## config.mk

```make
export PLATFORM = sky130hd
export DESIGN_NAME = sdram_arbiter_flat
export DESIGN_NICKNAME = d
export VERILOG_FILES = /design/src/rtl/sdram_arbiter_if.sv /design/src/rtl/sdram_arbiter.sv /design/src/flat_wrapper.sv
export SDC_FILE = /design/constraint.sdc
export NUM_CORES = 1
export LEC_CHECK = 0
export CELL_PAD_IN_SITES_DETAIL_PLACEMENT = 1
export CELL_PAD_IN_SITES_GLOBAL_PLACEMENT = 1
export CORE_ASPECT_RATIO = 1.1
export CORE_MARGIN = 2
export CORE_UTILIZATION = 25
export CTS_CLUSTER_SIZE = 12
export DETAILED_ROUTE_END_ITERATION = 12
export PLACE_DENSITY = 0.81
export SLEW_MARGIN = 20
export SYNTH_ARGS = -nofsm -noshare
export SYNTH_HDL_FRONTEND = slang
export SYNTH_SLANG_ARGS = --single-unit
```

## constraint.sdc

```tcl
create_clock -name clk -period 1.7 [get_ports clk]
set_clock_uncertainty 0.1 [all_clocks]
set_input_delay 0.17 -clock clk [delete_from_list [all_inputs] [get_ports clk]]
set_output_delay 0.17 -clock clk [all_outputs]
set_load 0.02 [all_outputs]
```

## src/rtl/sdram_arbiter_if.sv

```systemverilog
// Requester and SDRAM-controller signal bundle for sdram_arbiter.
// slave: arbiter side; master: requesters plus SDRAM controller side.
interface sdram_arbiter_if #(
  parameter int ADDR_W = 25
) ();
  logic [2:0]        req;
  logic [ADDR_W-1:0] addr0;
  logic [ADDR_W-1:0] addr1;
  logic [ADDR_W-1:0] addr2;
  logic [7:0]        din0;
  logic [7:0]        din1;
  logic [7:0]        din2;
  logic [2:0]        we;
  logic [2:0]        ack;
  logic              err;
  logic [7:0]        dout;
  logic              cpu_wait;
  logic [ADDR_W-1:0] sdram_addr;
  logic [7:0]        sdram_din;
  logic              sdram_rd;
  logic              sdram_we;
  logic [7:0]        sdram_dout;
  logic              sdram_ready;

  modport slave (
    input  req, addr0, addr1, addr2, din0, din1, din2, we,
    output ack, err, dout, cpu_wait,
    output sdram_addr, sdram_din, sdram_rd, sdram_we,
    input  sdram_dout, sdram_ready
  );

  modport master (
    output req, addr0, addr1, addr2, din0, din1, din2, we,
    input  ack, err, dout, cpu_wait,
    input  sdram_addr, sdram_din, sdram_rd, sdram_we,
    output sdram_dout, sdram_ready
  );
endinterface

```

## src/rtl/sdram_arbiter.sv

```systemverilog
// Three-port SDRAM arbiter, CPU highest priority; SDRAM_ARB_STARVE_GUARD_EN forces backup grants.
// Ack 3 cycles after IDLE sample (4-cycle grant spacing); requesters hold req until ack, timeout aborts.
module sdram_arbiter #(
  parameter int ADDR_W       = 25,
  parameter int STARVE_LIMIT = 8,
  parameter int TIMEOUT      = 255
) (
  input logic            clk,
  input logic            reset,
  sdram_arbiter_if.slave bus
);

  typedef enum logic [1:0] {IDLE, ISSUE, WAIT, ACK} state_t;

  localparam logic [7:0] LP_TMO_LAST = 8'(TIMEOUT - 1);

  state_t            r_state;
  state_t            w_next;
  logic [1:0]        r_grant;
  logic [ADDR_W-1:0] r_addr;
  logic [7:0]        r_din;
  logic              r_we;
  logic [7:0]        r_tmo;
  logic [7:0]        r_dout;
  logic              r_err;

  logic [1:0]        w_win;
  logic [ADDR_W-1:0] w_addr;
  logic [7:0]        w_din;
  logic              w_force;
  logic              w_tmo_hit;
  logic [2:0]        w_ack;
  logic              w_rd;
  logic              w_we;

`ifdef SDRAM_ARB_STARVE_GUARD_EN
  localparam logic [7:0] LP_STARVE_LIM = 8'(STARVE_LIMIT);

  logic [7:0] r_starve;

  assign w_force = bus.req[2] && (r_starve >= LP_STARVE_LIM);

  always_ff @(posedge clk or posedge reset) begin
    if (reset) begin
      r_starve <= 8'd0;
    end else if (!bus.req[2]) begin
      r_starve <= 8'd0;
    end else if (r_state == IDLE) begin
      // req[2] is high here, so a grant happens this cycle
      if (w_win == 2'd2)
        r_starve <= 8'd0;
      else if (r_starve != 8'hFF)
        r_starve <= r_starve + 8'd1;
    end
  end
`else
  assign w_force = 1'b0;
  wire [7:0] w_unused_starve_limit = 8'(STARVE_LIMIT);
`endif

  always_comb begin
    w_win = 2'd2;
    if (w_force)
      w_win = 2'd2;
    else if (bus.req[0])
      w_win = 2'd0;
    else if (bus.req[1])
      w_win = 2'd1;
  end

  always_comb begin
    w_addr = bus.addr0;
    w_din  = bus.din0;
    case (w_win)
      2'd1: begin
        w_addr = bus.addr1;
        w_din  = bus.din1;
      end
      2'd2: begin
        w_addr = bus.addr2;
        w_din  = bus.din2;
      end
      default: ;
    endcase
  end

  assign w_tmo_hit = (r_tmo == LP_TMO_LAST);

  always_ff @(posedge clk or posedge reset) begin
    if (reset)
      r_state <= IDLE;
    else
      r_state <= w_next;
  end

  always_comb begin
    w_next = r_state;
    w_ack  = 3'b000;
    w_rd   = 1'b0;
    w_we   = 1'b0;
    case (r_state)
      IDLE: begin
        if (|bus.req)
          w_next = ISSUE;
      end
      ISSUE: begin
        w_rd   = ~r_we;
        w_we   = r_we;
        w_next = WAIT;
      end
      WAIT: begin
        if (bus.sdram_ready || w_tmo_hit)
          w_next = ACK;
      end
      ACK: begin
        w_ack  = 3'b001 << r_grant;
        w_next = IDLE;
      end
      default: w_next = IDLE;
    endcase
  end

  always_ff @(posedge clk or posedge reset) begin
    if (reset) begin
      r_grant <= 2'd0;
      r_addr  <= '0;
      r_din   <= 8'd0;
      r_we    <= 1'b0;
      r_tmo   <= 8'd0;
      r_dout  <= 8'hFF;
      r_err   <= 1'b0;
    end else begin
      case (r_state)
        IDLE: begin
          if (|bus.req) begin
            r_grant <= w_win;
            r_addr  <= w_addr;
            r_din   <= w_din;
            r_we    <= bus.we[w_win];
          end
        end
        ISSUE: r_tmo <= 8'd0;
        WAIT: begin
          if (bus.sdram_ready) begin
            r_err <= 1'b0;
            if (!r_we)
              r_dout <= bus.sdram_dout;
          end else if (w_tmo_hit) begin
            r_err  <= 1'b1;
            r_dout <= 8'hFF;
          end else begin
            r_tmo <= r_tmo + 8'd1;
          end
        end
        default: ;
      endcase
    end
  end

  // Address and write data are the holding registers, so they keep the last issued values
  assign bus.sdram_addr = r_addr;
  assign bus.sdram_din  = r_din;
  assign bus.sdram_rd   = w_rd;
  assign bus.sdram_we   = w_we;
  assign bus.ack        = w_ack;
  assign bus.err        = r_err;
  assign bus.dout       = r_dout;
  assign bus.cpu_wait   = bus.req[0] & ~w_ack[0];

endmodule

```

## src/flat_wrapper.sv

```systemverilog
// flat-port wrapper written by rule: the top's interface ports become plain ports
module sdram_arbiter_flat 
#(
  parameter int ADDR_W       = 25,
  parameter int STARVE_LIMIT = 8,
  parameter int TIMEOUT      = 255
)
  (clk, reset, bus_req, bus_addr0, bus_addr1, bus_addr2, bus_din0, bus_din1, bus_din2, bus_we, bus_ack, bus_err, bus_dout, bus_cpu_wait, bus_sdram_addr, bus_sdram_din, bus_sdram_rd, bus_sdram_we, bus_sdram_dout, bus_sdram_ready);
  sdram_arbiter_if #(.ADDR_W(ADDR_W)) bus_i ();
  input logic clk;
  input logic reset;
  input wire logic [$bits(bus_i.req)-1:0] bus_req;
  input wire logic [$bits(bus_i.addr0)-1:0] bus_addr0;
  input wire logic [$bits(bus_i.addr1)-1:0] bus_addr1;
  input wire logic [$bits(bus_i.addr2)-1:0] bus_addr2;
  input wire logic [$bits(bus_i.din0)-1:0] bus_din0;
  input wire logic [$bits(bus_i.din1)-1:0] bus_din1;
  input wire logic [$bits(bus_i.din2)-1:0] bus_din2;
  input wire logic [$bits(bus_i.we)-1:0] bus_we;
  output wire logic [$bits(bus_i.ack)-1:0] bus_ack;
  output wire logic [$bits(bus_i.err)-1:0] bus_err;
  output wire logic [$bits(bus_i.dout)-1:0] bus_dout;
  output wire logic [$bits(bus_i.cpu_wait)-1:0] bus_cpu_wait;
  output wire logic [$bits(bus_i.sdram_addr)-1:0] bus_sdram_addr;
  output wire logic [$bits(bus_i.sdram_din)-1:0] bus_sdram_din;
  output wire logic [$bits(bus_i.sdram_rd)-1:0] bus_sdram_rd;
  output wire logic [$bits(bus_i.sdram_we)-1:0] bus_sdram_we;
  input wire logic [$bits(bus_i.sdram_dout)-1:0] bus_sdram_dout;
  input wire logic [$bits(bus_i.sdram_ready)-1:0] bus_sdram_ready;
  assign bus_i.req = bus_req;
  assign bus_i.addr0 = bus_addr0;
  assign bus_i.addr1 = bus_addr1;
  assign bus_i.addr2 = bus_addr2;
  assign bus_i.din0 = bus_din0;
  assign bus_i.din1 = bus_din1;
  assign bus_i.din2 = bus_din2;
  assign bus_i.we = bus_we;
  assign bus_ack = bus_i.ack;
  assign bus_err = bus_i.err;
  assign bus_dout = bus_i.dout;
  assign bus_cpu_wait = bus_i.cpu_wait;
  assign bus_sdram_addr = bus_i.sdram_addr;
  assign bus_sdram_din = bus_i.sdram_din;
  assign bus_sdram_rd = bus_i.sdram_rd;
  assign bus_sdram_we = bus_i.sdram_we;
  assign bus_i.sdram_dout = bus_sdram_dout;
  assign bus_i.sdram_ready = bus_sdram_ready;
  sdram_arbiter #(.ADDR_W(ADDR_W), .STARVE_LIMIT(STARVE_LIMIT), .TIMEOUT(TIMEOUT)) u_core (.clk(clk), .reset(reset), .bus(bus_i));
endmodule
```

== Word level (Yosys, flattened, before mapping) ==
Index checks and enable logic that the tools add are counted.

* Register bits: 55
* Bits in latches: 0
* RAM bits: 0
* Memory bits (read-only): 0
* Output and inout port bits: 48
* Logic and storage cells: 55
* Memories kept: 0

* Add/subtract/negate cells: 1
* Multiply operators: 0
* Divide/modulo/power cells: 0
* Order comparisons: 1
* Equality and inequality tests: 11
* Shift operators: 1
* Multiplexer cells: 20
* Bitwise gates (word level): 3
* Reductions and logical operators: 10

{| class="wikitable"
|+ Operator list
! operator !! count
|-
| case mux 25 bit (2 select lines) || 1
|-
| 2-to-1 mux 8 bit || 5
|-
| case mux 8 bit (2 select lines) || 2
|-
| adder 8 x 1 -> 8 bit, second input constant || 1
|-
| equality test 8 bit, second input constant || 1
|-
| 2-to-1 mux 2 bit || 4
|-
| case mux 2 bit (4 select lines) || 1
|-
| equality test 2 bit, second input constant || 3
|-
| inequality test 2 bit, second input constant || 3
|-
| AND reduction 2 bit || 3
|-
| AND reduction 3 bit || 2
|-
| 2-to-1 mux 1 bit || 5
|-
| equality test 2 x 1 -> 1 bit, second input constant || 2
|-
| inequality test 2 x 1 -> 1 bit, second input constant || 2
|-
| nonzero test 2 bit || 2
|-
| < comparator 2 x 3 -> 1 bit, second input constant || 1
|-
| 2-to-1 mux 3 bit || 1
|-
| OR reduction 3 bit || 1
|-
| left shift 1 x 2 -> 3 bit, first input constant || 1
|-
| binary-select mux 1 bit (select 2 bit) || 1
|-
| zero test 2 bit || 1
|-
| inverter 1 bit || 2
|-
| bitwise AND 1 bit || 1
|-
| logical OR 1 bit || 1
|}

== Logic depth before layout (Yosys ltp) ==
Gate-level depths: netlist (run 1).

* Depth in word-level cells: 4
* Gate-level depth with buffers: 7

== Worst setup path before layout (run 1) ==
OpenSTA, ideal clock, no wires.

* Path type: reg2out
* Start: reg u_core.r_state[0]
* End: out bus_cpu_wait
* Data arrival time: 1.382 ns
* Setup slack: 0.048 ns
* Stages on the path, launching flop included: 4
* Path through: dfrtp_1 -> ha_1 -> nor3b_1 -> nor2b_1

* Cells in the longest elaborated chain, start to end: 4

{| class="wikitable"
|+ RTL lines
! item !! line !! RTL
|-
| from (decl) || sdram_arbiter.sv:17 || <nowiki>state_t r_state;</nowiki>
|-
| from (signal assigned) || sdram_arbiter.sv:93 || <nowiki>r_state <= w_next;</nowiki>
|-
| equality test 2 bit || sdram_arbiter.sv:101 || <nowiki>case (r_state)</nowiki>
|-
| 2-to-1 mux 3 bit || sdram_arbiter.sv:101 ||
|-
| net bus_ack[0] || flat_wrapper.sv:20 || <nowiki>output wire logic [$bits(bus_i.ack)-1:0] bus_ack;</nowiki>
|-
| inverter 1 bit || sdram_arbiter.sv:168 || <nowiki>assign bus.cpu_wait = bus.req[0] & ~w_ack[0];</nowiki>
|-
| bitwise AND 1 bit || sdram_arbiter.sv:168 ||
|-
| to (decl) || flat_wrapper.sv:23 || <nowiki>output wire logic [$bits(bus_i.cpu_wait)-1:0] bus_cpu_wait;</nowiki>
|}

The timed path passes the listed nets, and every way through them passes these cells.

== Final worst setup path (run 1) ==
* Start: reg u_core.r_tmo[0]
* End: reg u_core.r_state[1]

* Cells in the longest elaborated chain, start to end: 4

{| class="wikitable"
|+ RTL lines
! item !! line !! RTL
|-
| from (decl) || sdram_arbiter.sv:23 || <nowiki>logic [7:0] r_tmo;</nowiki>
|-
| from (signal assigned) || sdram_arbiter.sv:152 || <nowiki>r_tmo <= r_tmo + 8'd1;</nowiki>
|-
| equality test 8 bit || sdram_arbiter.sv:87 || <nowiki>assign w_tmo_hit = (r_tmo == LP_TMO_LAST);</nowiki>
|-
| logical OR 1 bit || sdram_arbiter.sv:112 || <nowiki>if (bus.sdram_ready || w_tmo_hit)</nowiki>
|-
| inequality test 2 x 1 -> 1 bit (no source line) || - ||
|-
| AND reduction 2 bit (no source line) || - ||
|}

No other way between the ends.
A chain may end at the register's enable or synchronous reset.

==> metrics.cfg, run 1 <==
[run_status]
status = finished clean

[setup_path]
critical_path_class = flip-flop to flip-flop
start_kind = flip-flop
critPathRequiredTime_ps = 1790
regToRegStartpoint = u_core.r_tmo[0]$_DFFE_PP0P_
crit_fanout = 3
cp-end-kind = flip-flop
cp-startpoint = u_core.r_tmo[0]$_DFFE_PP0P_
critical_path_arrival_ps = 1730

[hold_path]
worstHoldPathType = input pin to flip-flop
min_from = bus_req[0]

[global_routing]
grt_pass1_vias = 3269
use_met2_pct = 28.8
met3_usage_pct = 5.59
grt_pass1_wl_mm = 15.9
use_met1_pct = 16.8
grt_use_total_pct = 15.6
antenna_found_initial = 0
overflow = 0
grt_max_degree = 69
grt-busiest-layer = met2

[sta]
finalCritPeriodShare_pct = 96.6
setup_viol_count_final = 0
period_needed_ps = 1640
slew_headroom_pct = 74.2
clock.fmax_mhz = 609
tightest_slew_ps = 388
hold_viol = 0
grt_setup_unrepaired = true
slew_violations = 0

[finish]
final_nets = 620
finish.instance_area_sq_mm = 0.00515
stdcell_count = 653
drive_gt1_share_pct = 13.2
antenna_cells = 0
syn2layout_area_growth_pct = 69.7

[placed_design]
gp_congestion = 0.814
dp_cells = 642
port_buffers = 163
dp_hpwl_mm = 8.03
place_area_sq_mm = 0.00493

[clock_tree]
cts_tree = done
clock-root-buffer = clkbuf_16
htree_levels = 2
clock-sinks = 55
clk_pin_slew_worst_paths_ps = 80
cts_buffers = 5
max-clock-path-buffers = 2
clock_latency_ps = 290
postCtsHoldBufs = 0

[routing]
post_drt_via_cell_ratio = 4.60
drt_iter0_drc = 73
vias = 3001
drc = 0
finalWirelength_mm = 9.91
wl_per_cell_um = 15.2
firstDrtPassIters = 4
drtAntennaViolNets = 0

[power]
combPwrFrac_pct = 51.1
p_per_area_mw_per_mm2 = 1390
p_leak_nw = 2.22
p_switching_w = 0.00276
clkPwrFrac_pct = 17.0
p_int_w = 0.00439
p_sw_share_pct = 38.6
pwr-share-seq_pct = 31.9
vdd_ir_drop_max_mv = 0.698

[synthesis]
yosysUniqueCellTypes = 44
async_reset_ff_share_pct = 100
yosys_warnings = 0
syn_area_sq_mm = 0.00303
netlist_instances = 326
synth_edf_count = 0
synth-seq-area-share_pct = 45.7
ys.flop_type = dfrtp_1
synth_area_per_cell_sq_um = 9.30
syn_nets = 448
ys_seq_elements = 55

[die]
rows = 42
fp.dieW_um = 109
die_area_sq_mm = 0.0130
io_pins = 164
fp.dieH_um = 120
start_util_pct = 25.4
core_area_sq_mm = 0.0119

[flow_run]
maxCapViolations = 0

-- flip-flops by register name (all words and copies together) (netlist names) --
| signal | flops |
|---|---|
| u_core.r_we | 1 |
| u_core.bus.err | 1 |
| u_core.r_state | 2 |
| u_core.bus.sdram_addr | 25 |
| u_core.bus.dout | 8 |
| u_core.r_tmo | 8 |
| u_core.bus.sdram_din | 8 |
| u_core.r_grant | 2 |
-- Yosys cell counts (3+ instances only) --
library cell,count,area (sq um)
dfrtp_1,47,1180
nand2_1,40,150
nor2_1,39,146
a21oi_1,37,185
mux2i_1,36,360
o21ai_0,34,170
nand3_1,9,45.0
o22a_1,9,78.8
dfstp_2,8,210
ha_1,6,75.1
inv_1,6,22.5
clkbuf_1,5,18.8
buf_4,4,30.0
buf_6,4,45.0
buf_1,3,11.3
buf_2,3,15.0
nor2b_1,3,18.8
-- power groups by stage --
stage | Combinational (W) | Clock (W) | Sequential [W]
after floorplan | 0.00128 | 0 | 0.00285
after global placement | 0.00354 | 0 | 0.00226
after detailed placement | 0.00366 | 0 | 0.00231
after CTS | 0.00361 | 0.00125 | 0.00229
after global routing | 0.00401 | 0.00129 | 0.00237
final | 0.00365 | 0.00121 | 0.00228
-- worst max-delay path: stages (launching register included) --
cell and delay (ps):
dfrtp_1 390, inv_1 60, ha_1 150, nand3_2 110
o21a_1 240, a21oi_2 150, mux2_2 340
-- area by class of cell --
cell class              count  area (sq um)
flip-flops and latches     55          1390
multi-input cells         244          1550
repair buffers            186          1830
clock inverters             3          47.5
fillers                  1362          6780
inverters                   6          22.5
well taps                 154           193
clock buffers               5           125
-- path summary, 6_finish.rpt --
path | cells after the start | slack [ps] | endpoint
max | 6 | 60 | u_core.r_state[1]$_DFFE_PP0P_
min | 2 | 80 | u_core.r_grant[0]$_DFFE_PP0P_
max reg2reg | 6 | 60 | u_core.r_state[1]$_DFFE_PP0P_
min reg2reg | 2 | 380 | u_core.bus.sdram_din[1]$_DFFE_PP0P_
max in group asynchronous | 3 | 1060 | u_core.bus.dout[6]$_DFFE_PP1P_
min in group asynchronous | 3 | 160 | u_core.bus.sdram_din[3]$_DFFE_PP0P_
-- through the flow --
stage	hold WS [ps]	setup WS (ps)	util, %	power [W]	setup TNS (ps)
after floorplan	160	47.8	-	0.00413	0
after global placement	361	-64.3	41.3	0.00580	-149
after detailed placement	371	-99.3	41.3	0.00597	-469
after CTS	70.6	-20.5	42.8	0.00715	-20.5
after global routing	80.7	-29.2	43.2	0.00768	-97.2
final	75.3	58.1	43.2	0.00715	0
-- layout by cell type (no fill, tap or decap), drive strengths merged, types with 2 or more instances in the layout --
cell,netlist,final
a21oi,38,38
clkdlybuf4s50,0,147
buf,14,29
o311ai,2,2
nor3,2,2
dfstp,8,8
nand3b,2,2
nand2,40,40
nand2b,3,3
dfrtp,47,47
o22a,9,9
inv,6,7
dlygate4sd2,0,7
nand3,9,9
clkbuf,7,6
o21a,3,3
ha,6,6
mux2i,36,36
nor2b,3,3
o21ai,37,37
nor2,39,39
-- logic make-up after synthesis --
logic type | after synthesis | synth area share [%]
simple gates | 106 | 16.3
compound gates | 94 | 17.9
flops | 55 | 45.7
mux | 37 | 12.3
buf+inv | 27 | 5.03
fa+ha+maj | 6 | 2.48
xor+xnor | 1 | 0.289
-- metal layers --
| layer | part of all wire [%] | wire (um) |
|---|---|---|
| met5 | 0 | 0 |
| met2 | 53 | 5220 |
| met4 | 0.69 | 68 |
| met3 | 9.5 | 940 |
| met1 | 37 | 3680 |
-- timing repair --
action,CTS,global route
hold endpoints to repair,0,0
gates resized for setup,33,12
setup endpoints to repair,19,35
pin swaps,0,2
buffers inserted,1,2
Power figures use the tool's default switching activity.
==> inputs of run 2 (changes only) <==
Settings changed: CAP_MARGIN from default to 20.
==> results of run 2 <==
Final layout, timing and power as in run 1 (identical DEF).
==> inputs of run 3 (changes only) <==
Settings changed: CORE_UTILIZATION 25 to 42, CTS_BUF_LIST from default to sky130_fd_sc_hd__clkbuf_8, DONT_BUFFER_PORTS from default to 1, PLACE_DENSITY 0.81 to 0.83.
==> run 3 against run 2 <==
Critical path type is now flip-flop to output pin. Utilization up 11 points. Flip-flop and latch count did not move. Largest cell class is now multi-input combinational cells. Design area shrank 26%. Power decreased by 20%. Clock power shrank 28%. Critical path depth is 1 lower.
==> metrics.cfg, run 3 (synthesized netlist as in run 1, its figures left out) <==
[sta]
clock.fmax_mhz = 593  ; was 609 MHz
slew_headroom_pct = 72.4  ; was 74.2%
slew_violations = 0  ; unchanged
finalCritPeriodShare_pct = 99.3  ; was 96.6%
hold_viol = 0  ; unchanged
tightest_slew_ps = 412  ; was 388 ps
grt_setup_unrepaired = true  ; unchanged
setup_viol_count_final = 0  ; unchanged
period_needed_ps = 1690  ; was 1640 ps
fin_hold_ws_ps = 5.46  ; was 75.3 ps
setup_tns_ps = 0  ; unchanged

[finish]
finish.instance_area_sq_mm = 0.00382  ; was 0.00515 sq mm
fin_util_pct = 54.5  ; was 43.2%
fillers = 767  ; was 1362
syn2layout_area_growth_pct = 25.8  ; was 69.7%
final_nets = 496  ; was 620
drive_gt1_share_pct = 13.3  ; was 13.2%
final_cell_mix = dlygate4sd3_1, dfrtp_1, nand2_1  ; was clkdlybuf4s50_1, dfrtp_1, nand2_1
antenna_cells = 0  ; unchanged
final_common_cell = dlygate4sd3_1  ; was clkdlybuf4s50_1
largest_reg_flops = 25  ; unchanged

[power]
clkPwrFrac_pct = 15.2  ; was 17.0%
pwr-share-seq_pct = 52.5  ; was 31.9%
combPwrFrac_pct = 32.3  ; was 51.1%
vdd_ir_drop_max_mv = 0.956  ; was 0.698 mV
p_switching_w = 0.00251  ; was 0.00276 W
p_leak_nw = 1.70  ; was 2.22 nW
p_int_w = 0.00321  ; was 0.00439 W
p_per_area_mw_per_mm2 = 1500  ; was 1390 mW/mm^2
p_sw_share_pct = 43.8  ; was 38.6%

[setup_path]
cp-end-kind = output pin  ; was flip-flop
critical_path_arrival_ps = 1420  ; was 1730 ps
crit_fanout = 3  ; unchanged
ff2ff_path_depth = 5  ; was 6
critical_path_class = flip-flop to output pin  ; was flip-flop to flip-flop
critPathRequiredTime_ps = 1430  ; was 1790 ps
start_kind = flip-flop  ; unchanged

[run_status]
status = finished clean  ; unchanged

[global_routing]
overflow = 0  ; unchanged
grt_pass1_vias = 2873  ; was 3269
grt_use_total_pct = 22.3  ; was 15.6%
grt_max_degree = 69  ; unchanged
antenna_found_initial = 0  ; unchanged
grt_pass1_wl_mm = 14.1  ; was 15.9 mm

[placed_design]
port_buffers = 0  ; was 163
place_area_sq_mm = 0.00310  ; was 0.00493 sq mm
gp_congestion = 0.864  ; was 0.814
dp_hpwl_mm = 5.37  ; was 8.03 mm

[flow_run]
maxCapViolations = 0  ; unchanged

[die]
core_area_sq_mm = 0.00701  ; was 0.0119 sq mm
rows = 32  ; was 42
die_area_sq_mm = 0.00792  ; was 0.0130 sq mm
fp.dieH_um = 93.1  ; was 120 um
io_pins = 164  ; unchanged
start_util_pct = 43.3  ; was 25.4%
fp.dieW_um = 85.0  ; was 109 um

[hold_path]
hold_depth = 2  ; unchanged
worstHoldPathType = input pin to flip-flop  ; unchanged

[clock_tree]
clk_pin_slew_worst_paths_ps = 100  ; was 80 ps
cts_tree = done  ; unchanged
clock-sinks = 55  ; unchanged
cts_buffers = 5  ; unchanged
clock-root-buffer = clkbuf_8  ; was clkbuf_16
htree_levels = 2  ; unchanged
max-clock-path-buffers = 2  ; unchanged
clock_latency_ps = 300  ; was 290 ps

[routing]
vias = 2638  ; was 3001
firstDrtPassIters = 4  ; unchanged
drc = 0  ; unchanged
drtAntennaViolNets = 0  ; unchanged
post_drt_via_cell_ratio = 5.73  ; was 4.60
finalWirelength_mm = 8.96  ; was 9.91 mm
wl_per_cell_um = 19.5  ; was 15.2 um
drt_iter0_drc = 92  ; was 73

==> run 3: cell count changes in the layout (fill, tap and decap cells not counted), sizes merged <==
cell / change
dlygate4sd2: -7
dlygate4sd3: +49
inv: -1
buf: -16
clkbuf: -1
clkdlybuf4s50: -147
clkinv: +1
dlymetal6s2s: -1
clkdlybuf4s15: -1
==> run 3: area by class of cell <==
class / count / area [sq um] / share of cell area (%)
Clock buffer: 5 / 68.8 / 1.80
Clock inverter: 3 / 43.8 / 1.15
Inverter: 6 / 22.5 / 0.590
Multi-Input combinational cell: 244 / 1560 / 40.9
Sequential cell: 55 / 1390 / 36.3
Tap cell: 85 / 106 / 2.79
Timing Repair Buffer: 62 / 629 / 16.5
==> run 3: through the flow <==
stage / setup WS (ps) / power [W] / instances
final: 12.3 / 0.00572 / 460
after detailed placement: -13.7 / 0.00456 / 399
after floorplan: 47.8 / 0.00413 / 326
after global placement: 74.7 / 0.00442 / 399
after global routing: -47.5 / 0.00612 / 460
after CTS: 6.88 / 0.00563 / 458
==> run 3: worst paths after layout <==
kind                                                          to  slack (ps)                           start
max in group asynchronous  u_core.bus.sdram_addr[14]$_DFFE_PP0P_         760                           reset
min in group asynchronous    u_core.bus.sdram_din[1]$_DFFE_PP0P_         200                           reset
setup reg to reg                   u_core.r_state[1]$_DFFE_PP0P_          50     u_core.r_tmo[1]$_DFFE_PP0P_
hold / removal               u_core.bus.sdram_din[0]$_DFFE_PP0P_           5                      bus_req[0]
setup / recovery                                    bus_cpu_wait          10   u_core.r_state[0]$_DFFE_PP0P_
hold reg to reg                   u_core.bus.dout[6]$_DFFE_PP1P_         470  u_core.bus.dout[6]$_DFFE_PP1P_
==> run 3: power by group through the flow <==
stage / logic (W) / clock network [W] / registers (W)
after CTS: 0.00174 / 0.000910 / 0.00298
final: 0.00185 / 0.000870 / 0.00300
after global placement: 0.00147 / 0 / 0.00295
after floorplan: 0.00128 / 0 / 0.00285
after detailed placement: 0.00158 / 0 / 0.00298
after global routing: 0.00210 / 0.000952 / 0.00306
==> run 3: what timing repair did <==
action	in CTS	in global routing
endpoints found under the hold margin	78	0
pin swaps	1	3
hold buffers	50	0
setup buffers	1	2
endpoints found under the setup margin	4	40
gates resized for setup	7	13
==> run 3: metal layers <==
metal / part of all wire (%) / global-route usage (%) / up-vias
met3: 5.7 / 4.15 / 14
met1: 38 / 25.9 / 1282
met5: 0 / 0 / -
met2: 54 / 41.3 / 112
met4: 1.7 / 6.61 / 0
li1: - / - / 1230
==> run 3: worst max-delay path, stage by stage (launching register included) <==
cell and delay (ps):
dfrtp_1 410, buf_6 130, ha_4 150, nor3b_4 140, nor2b_1 120, buf_4 160
